**config.mk**
```make
export PLATFORM = sky130hd
export DESIGN_NAME = inst_mem_loader_flat
export DESIGN_NICKNAME = d
export VERILOG_FILES = /design/src/rtl/inst_mem_loader_pkg.sv /design/src/rtl/inst_mem_loader_if.sv /design/src/rtl/inst_mem_loader_byte_assembler.sv /design/src/rtl/inst_mem_loader.sv /design/src/flat_wrapper.sv
export SDC_FILE = /design/constraint.sdc
export NUM_CORES = 1
export LEC_CHECK = 0
export BUFFER_PORTS_ARGS = -buffer_cell sky130_fd_sc_hd__clkbuf_2
export CORE_ASPECT_RATIO = 0.8
export CORE_MARGIN = 2
export CORE_UTILIZATION = 55
export DETAILED_ROUTE_END_ITERATION = 7
export GPL_TIMING_DRIVEN = 1
export PLACE_DENSITY = 0.77
export SLEW_MARGIN = 15
export SYNTH_ARGS = -nofsm -noshare
export SYNTH_HDL_FRONTEND = slang
export SYNTH_SLANG_ARGS = --single-unit
```
**constraint.sdc**
```tcl
create_clock -name clk -period 8.99 [get_ports clk]
set_clock_uncertainty 0.05 [all_clocks]
set_input_delay 0.899 -clock clk [delete_from_list [all_inputs] [get_ports clk]]
set_output_delay 0.899 -clock clk [all_outputs]
set_load 0.03 [all_outputs]
```
**src/rtl/inst_mem_loader_pkg.sv**
```systemverilog
// Shared constants for the boot-time instruction memory loader:
// state encoding, default geometry and byte-lane count.
package loader_pkg;
  localparam int N_DEF         = 32;
  localparam int MEM_WORDS_DEF = 64;
  localparam int ADDR_W_DEF    = 6;
  localparam int BYTE_LANES    = 4;

  localparam logic [2:0] S_COUNT = 3'd0;
  localparam logic [2:0] S_DATA  = 3'd1;
  localparam logic [2:0] S_WRITE = 3'd2;
  localparam logic [2:0] S_CSUM  = 3'd3;
  localparam logic [2:0] S_DONE  = 3'd4;
  localparam logic [2:0] S_ERR   = 3'd5;
endpackage

```
**src/rtl/inst_mem_loader_if.sv**
```systemverilog
// Byte-stream input and instruction-memory write port of the loader.
interface inst_mem_loader_if #(
  parameter int N      = 32,
  parameter int ADDR_W = 6
) ();
  // A byte transfers on a rising clk edge where byte_valid && byte_ready;
  // byte_data must be stable while byte_valid is high and unaccepted.
  logic              byte_valid;
  logic [7:0]        byte_data;
  logic              byte_ready;
  logic              imem_we;
  logic [ADDR_W-1:0] imem_addr;
  logic [N-1:0]      imem_wdata;

  modport slave (
    input  byte_valid, byte_data,
    output byte_ready, imem_we, imem_addr, imem_wdata
  );

  modport master (
    output byte_valid, byte_data,
    input  byte_ready, imem_we, imem_addr, imem_wdata
  );
endinterface

```
**src/rtl/inst_mem_loader_byte_assembler.sv**
```systemverilog
// Collects little-endian bytes into a 32-bit word and keeps a running XOR
// of every byte taken since the last clear.
module byte_assembler
  import loader_pkg::*;
(
  input  logic        clk,
  input  logic        rst,
  input  logic        take,
  input  logic        clr,
  input  logic [7:0]  byte_data,
  output logic [31:0] word,
  output logic        word_full,
  output logic [7:0]  csum
);
  logic [1:0]  idx_q, idx_d;
  logic [31:0] lane_q, lane_d;
  logic [7:0]  csum_q, csum_d;

  // Bytes enter at the top and shift down, so byte 0 ends up in bits 7:0.
  assign word      = {byte_data, lane_q[31:8]};
  assign word_full = take && (idx_q == 2'(BYTE_LANES - 1));
  assign csum      = csum_q;

  always_comb begin
    idx_d  = idx_q;
    lane_d = lane_q;
    csum_d = csum_q;
    if (clr) begin
      idx_d  = 2'd0;
      lane_d = 32'd0;
      csum_d = 8'd0;
    end else if (take) begin
      idx_d  = idx_q + 2'd1;
      lane_d = word;
      csum_d = csum_q ^ byte_data;
    end
  end

  always_ff @(posedge clk or posedge rst) begin
    if (rst) begin
      idx_q  <= 2'd0;
      lane_q <= 32'd0;
      csum_q <= 8'd0;
    end else begin
      idx_q  <= idx_d;
      lane_q <= lane_d;
      csum_q <= csum_d;
    end
  end
endmodule

```
**src/rtl/inst_mem_loader.sv**
```systemverilog
// Loads a counted, checksummed byte image into instruction memory and holds
// the core in reset until the image has been written and verified.
module inst_mem_loader
  import loader_pkg::*;
#(
  parameter int N         = N_DEF,
  parameter int MEM_WORDS = MEM_WORDS_DEF,
  parameter int ADDR_W    = ADDR_W_DEF
) (
  input  logic                clk,
  input  logic                rst,
  inst_mem_loader_if.slave    bus,
  output logic                cpu_rst,
  output logic                done,
  output logic                err,
  output logic [2:0]          state_dbg
);
  logic [2:0]        state_q, state_d;
  logic [7:0]        cnt_q, cnt_d;
  logic [7:0]        wcnt_q, wcnt_d;
  logic [7:0]        wcnt_inc;
  logic              we_q, we_d;
  logic [ADDR_W-1:0] addr_q, addr_d;
  logic [N-1:0]      wdata_q, wdata_d;
  logic              cpu_rst_q, cpu_rst_d;
  logic              done_q, done_d;
  logic              err_q, err_d;
  logic              fire, take, clr, word_full;
  logic [31:0]       word;
  logic [7:0]        csum;

  assign bus.byte_ready = !rst && (state_q inside {S_COUNT, S_DATA, S_CSUM});
  assign fire           = bus.byte_valid && bus.byte_ready;
  assign take           = fire && (state_q == S_DATA);
  assign clr            = (state_q == S_COUNT);
  assign wcnt_inc       = wcnt_q + 8'd1;

  byte_assembler u_asm (
    .clk       (clk),
    .rst       (rst),
    .take      (take),
    .clr       (clr),
    .byte_data (bus.byte_data),
    .word      (word),
    .word_full (word_full),
    .csum      (csum)
  );

  always_comb begin
    state_d   = state_q;
    cnt_d     = cnt_q;
    wcnt_d    = wcnt_q;
    we_d      = 1'b0;
    addr_d    = addr_q;
    wdata_d   = wdata_q;
    cpu_rst_d = cpu_rst_q;
    done_d    = done_q;
    err_d     = err_q;
    case (state_q)
      S_COUNT: if (fire) begin
        cnt_d = bus.byte_data;
        if (bus.byte_data == 8'd0) begin
          state_d = S_CSUM;
        end else if (int'(bus.byte_data) > MEM_WORDS) begin
          state_d = S_ERR;
          err_d   = 1'b1;
        end else begin
          state_d = S_DATA;
        end
      end
      // The write port is loaded on the edge accepting the 4th byte so the
      // strobe is visible for exactly the one S_WRITE cycle.
      S_DATA: if (word_full) begin
        state_d = S_WRITE;
        we_d    = 1'b1;
        addr_d  = wcnt_q[ADDR_W-1:0];
        wdata_d = N'(word);
      end
      S_WRITE: begin
        wcnt_d  = wcnt_inc;
        state_d = (wcnt_inc == cnt_q) ? S_CSUM : S_DATA;
      end
      S_CSUM: if (fire) begin
        if (bus.byte_data == csum) begin
          state_d   = S_DONE;
          done_d    = 1'b1;
          cpu_rst_d = 1'b0;
        end else begin
          state_d = S_ERR;
          err_d   = 1'b1;
        end
      end
      default: ;
    endcase
  end

  always_ff @(posedge clk or posedge rst) begin
    if (rst) begin
      state_q   <= S_COUNT;
      cnt_q     <= 8'd0;
      wcnt_q    <= 8'd0;
      we_q      <= 1'b0;
      addr_q    <= '0;
      wdata_q   <= '0;
      cpu_rst_q <= 1'b1;
      done_q    <= 1'b0;
      err_q     <= 1'b0;
    end else begin
      state_q   <= state_d;
      cnt_q     <= cnt_d;
      wcnt_q    <= wcnt_d;
      we_q      <= we_d;
      addr_q    <= addr_d;
      wdata_q   <= wdata_d;
      cpu_rst_q <= cpu_rst_d;
      done_q    <= done_d;
      err_q     <= err_d;
    end
  end

  assign bus.imem_we    = we_q;
  assign bus.imem_addr  = addr_q;
  assign bus.imem_wdata = wdata_q;
  assign cpu_rst        = cpu_rst_q;
  assign done           = done_q;
  assign err            = err_q;
  assign state_dbg      = state_q;
endmodule

```
**src/flat_wrapper.sv**
```systemverilog
// flat-port wrapper written by rule: the top's interface ports become plain ports
module inst_mem_loader_flat import loader_pkg::*;
#(
  parameter int N         = N_DEF,
  parameter int MEM_WORDS = MEM_WORDS_DEF,
  parameter int ADDR_W    = ADDR_W_DEF
)
  (clk, rst, cpu_rst, done, err, state_dbg, bus_byte_valid, bus_byte_data, bus_byte_ready, bus_imem_we, bus_imem_addr, bus_imem_wdata);
  inst_mem_loader_if #(.N(N), .ADDR_W(ADDR_W)) bus_i ();
  input  logic clk;
  input  logic rst;
  output logic cpu_rst;
  output logic done;
  output logic err;
  output logic [2:0] state_dbg;
  input wire logic [$bits(bus_i.byte_valid)-1:0] bus_byte_valid;
  input wire logic [$bits(bus_i.byte_data)-1:0] bus_byte_data;
  output wire logic [$bits(bus_i.byte_ready)-1:0] bus_byte_ready;
  output wire logic [$bits(bus_i.imem_we)-1:0] bus_imem_we;
  output wire logic [$bits(bus_i.imem_addr)-1:0] bus_imem_addr;
  output wire logic [$bits(bus_i.imem_wdata)-1:0] bus_imem_wdata;
  assign bus_i.byte_valid = bus_byte_valid;
  assign bus_i.byte_data = bus_byte_data;
  assign bus_byte_ready = bus_i.byte_ready;
  assign bus_imem_we = bus_i.imem_we;
  assign bus_imem_addr = bus_i.imem_addr;
  assign bus_imem_wdata = bus_i.imem_wdata;
  inst_mem_loader #(.N(N), .MEM_WORDS(MEM_WORDS), .ADDR_W(ADDR_W)) u_core (.clk(clk), .rst(rst), .bus(bus_i), .cpu_rst(cpu_rst), .done(done), .err(err), .state_dbg(state_dbg));
endmodule
```
==> flow_summary.ini, run 1 <==
[pwr]
power.density_nw_per_um2 = 164
leakage_nw = 2.46
peakVddDrop_v = 0.0000942
power_w = 0.000769

[synth]
synthesis.nets = 376
yosys-top-cells-count = dfrtp_1, nand2_1, mux2_2, nand3_1
yosysSeqAreaShare = 0.571
synth_compound_area_frac = 0.0490
synthDominantCellAreaShare = 0.565
synthMuxAreaShare = 0.138
synth_fa_ha_area_frac = 0.00601
synth_flop_cell = dfrtp_1
synth_edf_count = 0
ys_top_cells_by_area = dfrtp_1, mux2_2, nand2_1, xnor2_1, nand3_1
synth_top_family_by_area = simple AND/OR/NAND/NOR gates
synth_most_common_cell = dfrtp_1
avgSynthCellArea_um2 = 11.5
synthSimpleGateAreaFrac = 0.155
yosysUniqueCellTypes = 43
synth-seq-cells = 95
synth-xor-area-share = 0.0526
synth.largest_area_cell = dfrtp_1
yosys_warnings = 0
synthArstFlopShare = 1.00
netlist_instances = 363
synthesis.area_um2 = 4160

[routing]
drtIter0Drc = 214
route.detailed.drc = 0
drt_wl_total_mm = 8.19
vias_per_cell = 5.60
antenna_left = 0
wire_per_inst_um = 16.2
dr.pass1.iters = 4
vias = 2835

[clocking]
clock_latency_ns = 0.36
cts_tree = built
ctsResizeCount = 0
htree_levels = 3
cts_root_buffer = clkbuf_8
numCtsBuffers = 9
cts.clk_slew.worst_paths_ns = 0.08
post_cts_buffers = 0
holdBufCountCts = 0
clk_path_buf_depth = 2
cts.sinks = 95

[status]
status = finished clean

[global_routing]
grt_pass1_wl_mm = 13.7
antenna_found_initial = 0
grt_start_max_net_pins = 68
gr-total-overflow = 0
first_global_vias = 2778
grtUsageTotal = 0.216

[timing]
rsz0062_at_grt = false
setup_viol = 0
relSlewSlack = 0.303
fin_setup_tns_ns = 0
holdWs_ns = 0.422
timing.final.ws_setup_ns = 5.82
slew_violations = 0
fin_crit_ns = 3.17
max_freq_ghz = 0.316
fin_crit_sh = 0.352
hold_viol = 0
worstMarginPinSlew_ns = 1.05

[critical_path]
worst_r2r_path_depth = 4
cp_cell_sequence = clkbuf_2 -> nand2b_1 -> nor3_4 -> nand2_2 -> mux2_4
reg2reg_setup_slack_ns = 5.85
start_kind = input pin
critPathBufInv = 1
crit_fanout = 39
cpMaxStageDelayCell = nand2_2
rr_startpoint = u_core.state_dbg[2]
path_class = in2reg
required_ns = 9.18
crit_arrival_ns = 3.36
rr_endpoint = u_core.bus.imem_wdata[27]
cp_top_family = simple AND/OR/NAND/NOR gates
cp-end-kind = flip-flop
worstSetupPathDepth = 5
max_stage_delay_ns = 0.78

[floorplanning]
ios = 57
start_util = 0.566
num_rows = 28
fp.dieH_um = 81.8
dieArea_um2 = 8290
die_x_um = 101
coreArea_um2 = 7360

[min_path]
hp-class = reg2reg
hold_end = u_core.done
min_from = u_core.done
whs_path_depth = 1

[finish]
drive_gt1_frac = 0.305
syn2layout_area_growth_pct = 12.5
antenna_cells = 0
utilization = 0.637
fin_nets = 424
fillers = 618

[placement]
dp_hpwl_mm = 5.40
dp_slack_ns = 5.44
gp_congestion = 0.847
port_buffers = 56

[flow_run]
drv_cap = 0
## area by class of cell
type	instances	area (um^2)	share of cell area
flip-flops and latches	95	2380	0.508
multi-input cells	243	1670	0.356
repair buffers	57	288	0.0614
clock buffers	13	149	0.0318
well taps	90	113	0.0240
clock inverters	3	67.6	0.0144
inverters	5	20.0	0.00427
## sequential cells by signal, summed over array words and instances (netlist names)
register               cells
u_core.bus.imem_addr       6
u_core.bus.imem_wdata     32
u_core.bus.imem_we         1
u_core.cnt_q               8
u_core.cpu_rst             1
u_core.done                1
u_core.err                 1
u_core.state_dbg           3
u_core.u_asm.csum          8
u_core.u_asm.idx_q         2
u_core.u_asm.lane_q       24
u_core.wcnt_q              8
## how the worst max path moves through the flow
stage,startpoint,endpoint,slack [ns]
6_report,rst,u_core.bus.imem_wdata[27],5.82
5_1_grt,u_core.state_dbg[2],u_core.bus.imem_wdata[27],5.55
4_1_cts,rst,u_core.bus.imem_addr[5],5.80
3_5_place_dp,rst,u_core.bus.imem_wdata[7],5.44
3_3_place_gp,rst,u_core.bus.imem_addr[1],5.48
2_1_floorplan,rst,u_core.state_dbg[1],5.27
## cell usage in the layout (no fill, tap or decap), drive strengths merged, types with 2 or more instances in the layout
master  netlist  final
o22ai         2      2
xnor2        18     18
or3           2      2
ha            2      2
nor3          6      6
a21oi         3      3
o21ai        18     18
and2          2      2
mux2         47     47
nand2b        3      3
bufinv        0      2
a211oi        2      2
nand3        29     29
inv           5      4
nor2         17     17
nor4          4      4
nand2        61     61
clkbuf       10     69
xor2          7      7
a21o          2      2
dfrtp        94     94
nand4         5      5
## per-stage QoR
| step | cell area, um^2 | std cells |
|---|---|---|
| global route | 4690 | 506 |
| CTS | 4690 | 506 |
| floorplan | 4160 | 363 |
| detailed placement | 4470 | 490 |
| finish | 4690 | 506 |
| global placement | 4470 | 490 |
## power by group
group	internal [W]	switching, W	leakage, nW	total (W)
clock network	0.000165	0.000142	0.104	0.000307
logic	0.00000852	0.0000178	1.06	0.0000263
registers	0.000431	0.00000405	1.29	0.000435
## kinds of logic after synthesis
logic type                 after synthesis
AOI/OAI and AO/OA                       32
adders and majority gates                2
and+or+nand+nor                        136
muxes                                   48
buffers and inverters                   25
xor gates and xnor gates                25
DFF                                     95
## per-layer routing
| metal | GRT usage | part of all wire | wire length [um] | vias to the layer above |
|---|---|---|---|---|
| li1 | - | - | - | 1342 |
| met1 | 0.309 | 0.49 | 3980 | 1406 |
| met2 | 0.324 | 0.45 | 3680 | 80 |
| met3 | 0.0681 | 0.056 | 456 | 7 |
| met4 | 0.0581 | 0.0090 | 74 | 0 |
| met5 | 0 | 0 | 0 | - |
No activity file was read; power rests on OpenSTA's default activity.
==> inputs of run 2 (changes only) <==
Clock period 8.99 ns to 3 ns, I/O delays scaled along.
==> run 2 against run 1 <==
Die area stayed put. The run now ends with hold timing left. Global-route usage is 0.099 points higher. Highest routed layer unchanged. Combinational power rose to 3.1 times the previous value. Total power grew to 2.9 times the previous value. Register-to-register slack worse by 5.0 ns. Critical path depth stayed put. Sequential share of layout area is 0.47 points lower.
==> flow_summary.ini, run 2 (same netlist as run 1, synthesis figures left out) <==
[status]
status = finished with violations
violations = hold timing

[global_routing]
grt_pass1_wl_mm = 13.8
gr-total-overflow = 0
grt.met1_usage = 0.315
grt.busiest_layer = met2
grt_start_max_net_pins = 38
grt.met3_usage = 0.0511
first_global_vias = 2738
grtUsageTotal = 0.217
antenna_found_initial = 0
use_met2 = 0.328

[floorplanning]
fp.dieH_um = 81.8
die_x_um = 101
ios = 57
num_rows = 28
dieArea_um2 = 8290
coreArea_um2 = 7360
start_util = 0.566

[routing]
wire_per_inst_um = 16.2
drtIter0Drc = 173
drt_wl_total_mm = 8.26
vias_per_cell = 5.66
route.detailed.drc = 0
vias = 2894
dr.pass1.iters = 5
antenna_left = 0

[placement]
dp.cells = 495
dp_hpwl_mm = 5.74
port_buffers = 56
gp_congestion = 0.863

[timing]
hold_viol = 6
fin_crit_sh = 0.718
relSlewSlack = 0.495
rsz0062_at_grt = false
holdWs_ns = -0.0130
setup_viol = 0
fin_setup_tns_ns = 0
fin_crit_ns = 2.16
slew_violations = 0
max_freq_ghz = 0.464
worstMarginPinSlew_ns = 0.758

[clocking]
clk_path_buf_depth = 2
post_cts_buffers = 0
ctsResizeCount = 0
numCtsBuffers = 9
htree_levels = 3
cts_root_buffer = clkbuf_8
cts_tree = built
cts.sinks = 95
cts.clk_slew.worst_paths_ns = 0.09
clock_latency_ns = 0.35
holdBufCountCts = 0

[critical_path]
required_ns = 3.19
cp-end-kind = flip-flop
crit_arrival_ns = 2.34
start_kind = flip-flop
crit_fanout = 22
cp_cell_sequence = nand2b_2 -> nor3_4 -> nand2_2 -> buf_12 -> mux2_4
path_class = reg2reg
cpMaxStageDelayCell = dfrtp_1
worst_r2r_path_depth = 5
max_stage_delay_ns = 0.52

[pwr]
peakVddDrop_v = 0.000375
leakage_nw = 2.48
power.density_nw_per_um2 = 475

[finish]
fin_nets = 429
layout_commonest_cell = dfrtp_1
final_cell_mix = dfrtp_1, nand2_1, clkbuf_2
largest_reg_flops = 32
antenna_cells = 0
syn2layout_area_growth_pct = 13.6
stdcell_count = 511
drive_gt1_frac = 0.321

[min_path]
hp-class = in2async

[flow_run]
drv_cap = 0
-- run 2: power breakdown --
part | leakage, nW | switching, W | internal, W
sequential | 1.29 | 0.0000123 | 0.00129
combinational | 1.09 | 0.0000549 | 0.0000265
clock | 0.105 | 0.000430 | 0.000430
-- run 2: stage by stage --
step                      cell area, um^2   util  worst slack [ns]  power [W]
after detailed placement             4520  0.615             0.831    0.00141
after global placement               4520  0.615             0.931    0.00141
after CTS                            4730  0.643             0.816    0.00227
after floorplan                      4170      -             0.709    0.00138
after global routing                 4730  0.643             0.675    0.00233
final                                4730  0.643             0.845    0.00225
-- run 2: worst paths after layout --
check | slack, ns | startpoint | to
setup / recovery | 0.84 | u_core.state_dbg[2] | u_core.bus.imem_addr[5]
hold / removal | -0.01 | rst | u_core.wcnt_q[6]
setup reg to reg | 0.84 | u_core.state_dbg[2] | u_core.bus.imem_addr[5]
hold reg to reg | 0.42 | u_core.done | u_core.done
max in group asynchronous | 2.02 | rst | u_core.err
min in group clk | 0.23 | bus_byte_data[4] | u_core.u_asm.lane_q[28]
-- run 2: cell type report --
cell class	count	area (um^2)
clock buffer	11	151
clock inverter	5	56.3
fill	596	2630
inverter	5	22.5
multi-input combinational	243	1670
sequential	95	2380
tap	90	113
timing repair buffer	62	338
-- run 2: metal layers --
| layer | vias to the layer above | wire (um) |
|---|---|---|
| met4 | 0 | 86 |
| met5 | - | 0 |
| met3 | 9 | 626 |
| li1 | 1352 | - |
| met2 | 108 | 3780 |
| met1 | 1425 | 3770 |
-- run 2: critical path, delay by kind of cell, from the launching register on --
family                 cells  cell delay [ns]
flip-flops                 1             0.52
multiplexers               1             0.30
buffers and inverters      1             0.31
AND/OR/NAND/NOR            3             0.86
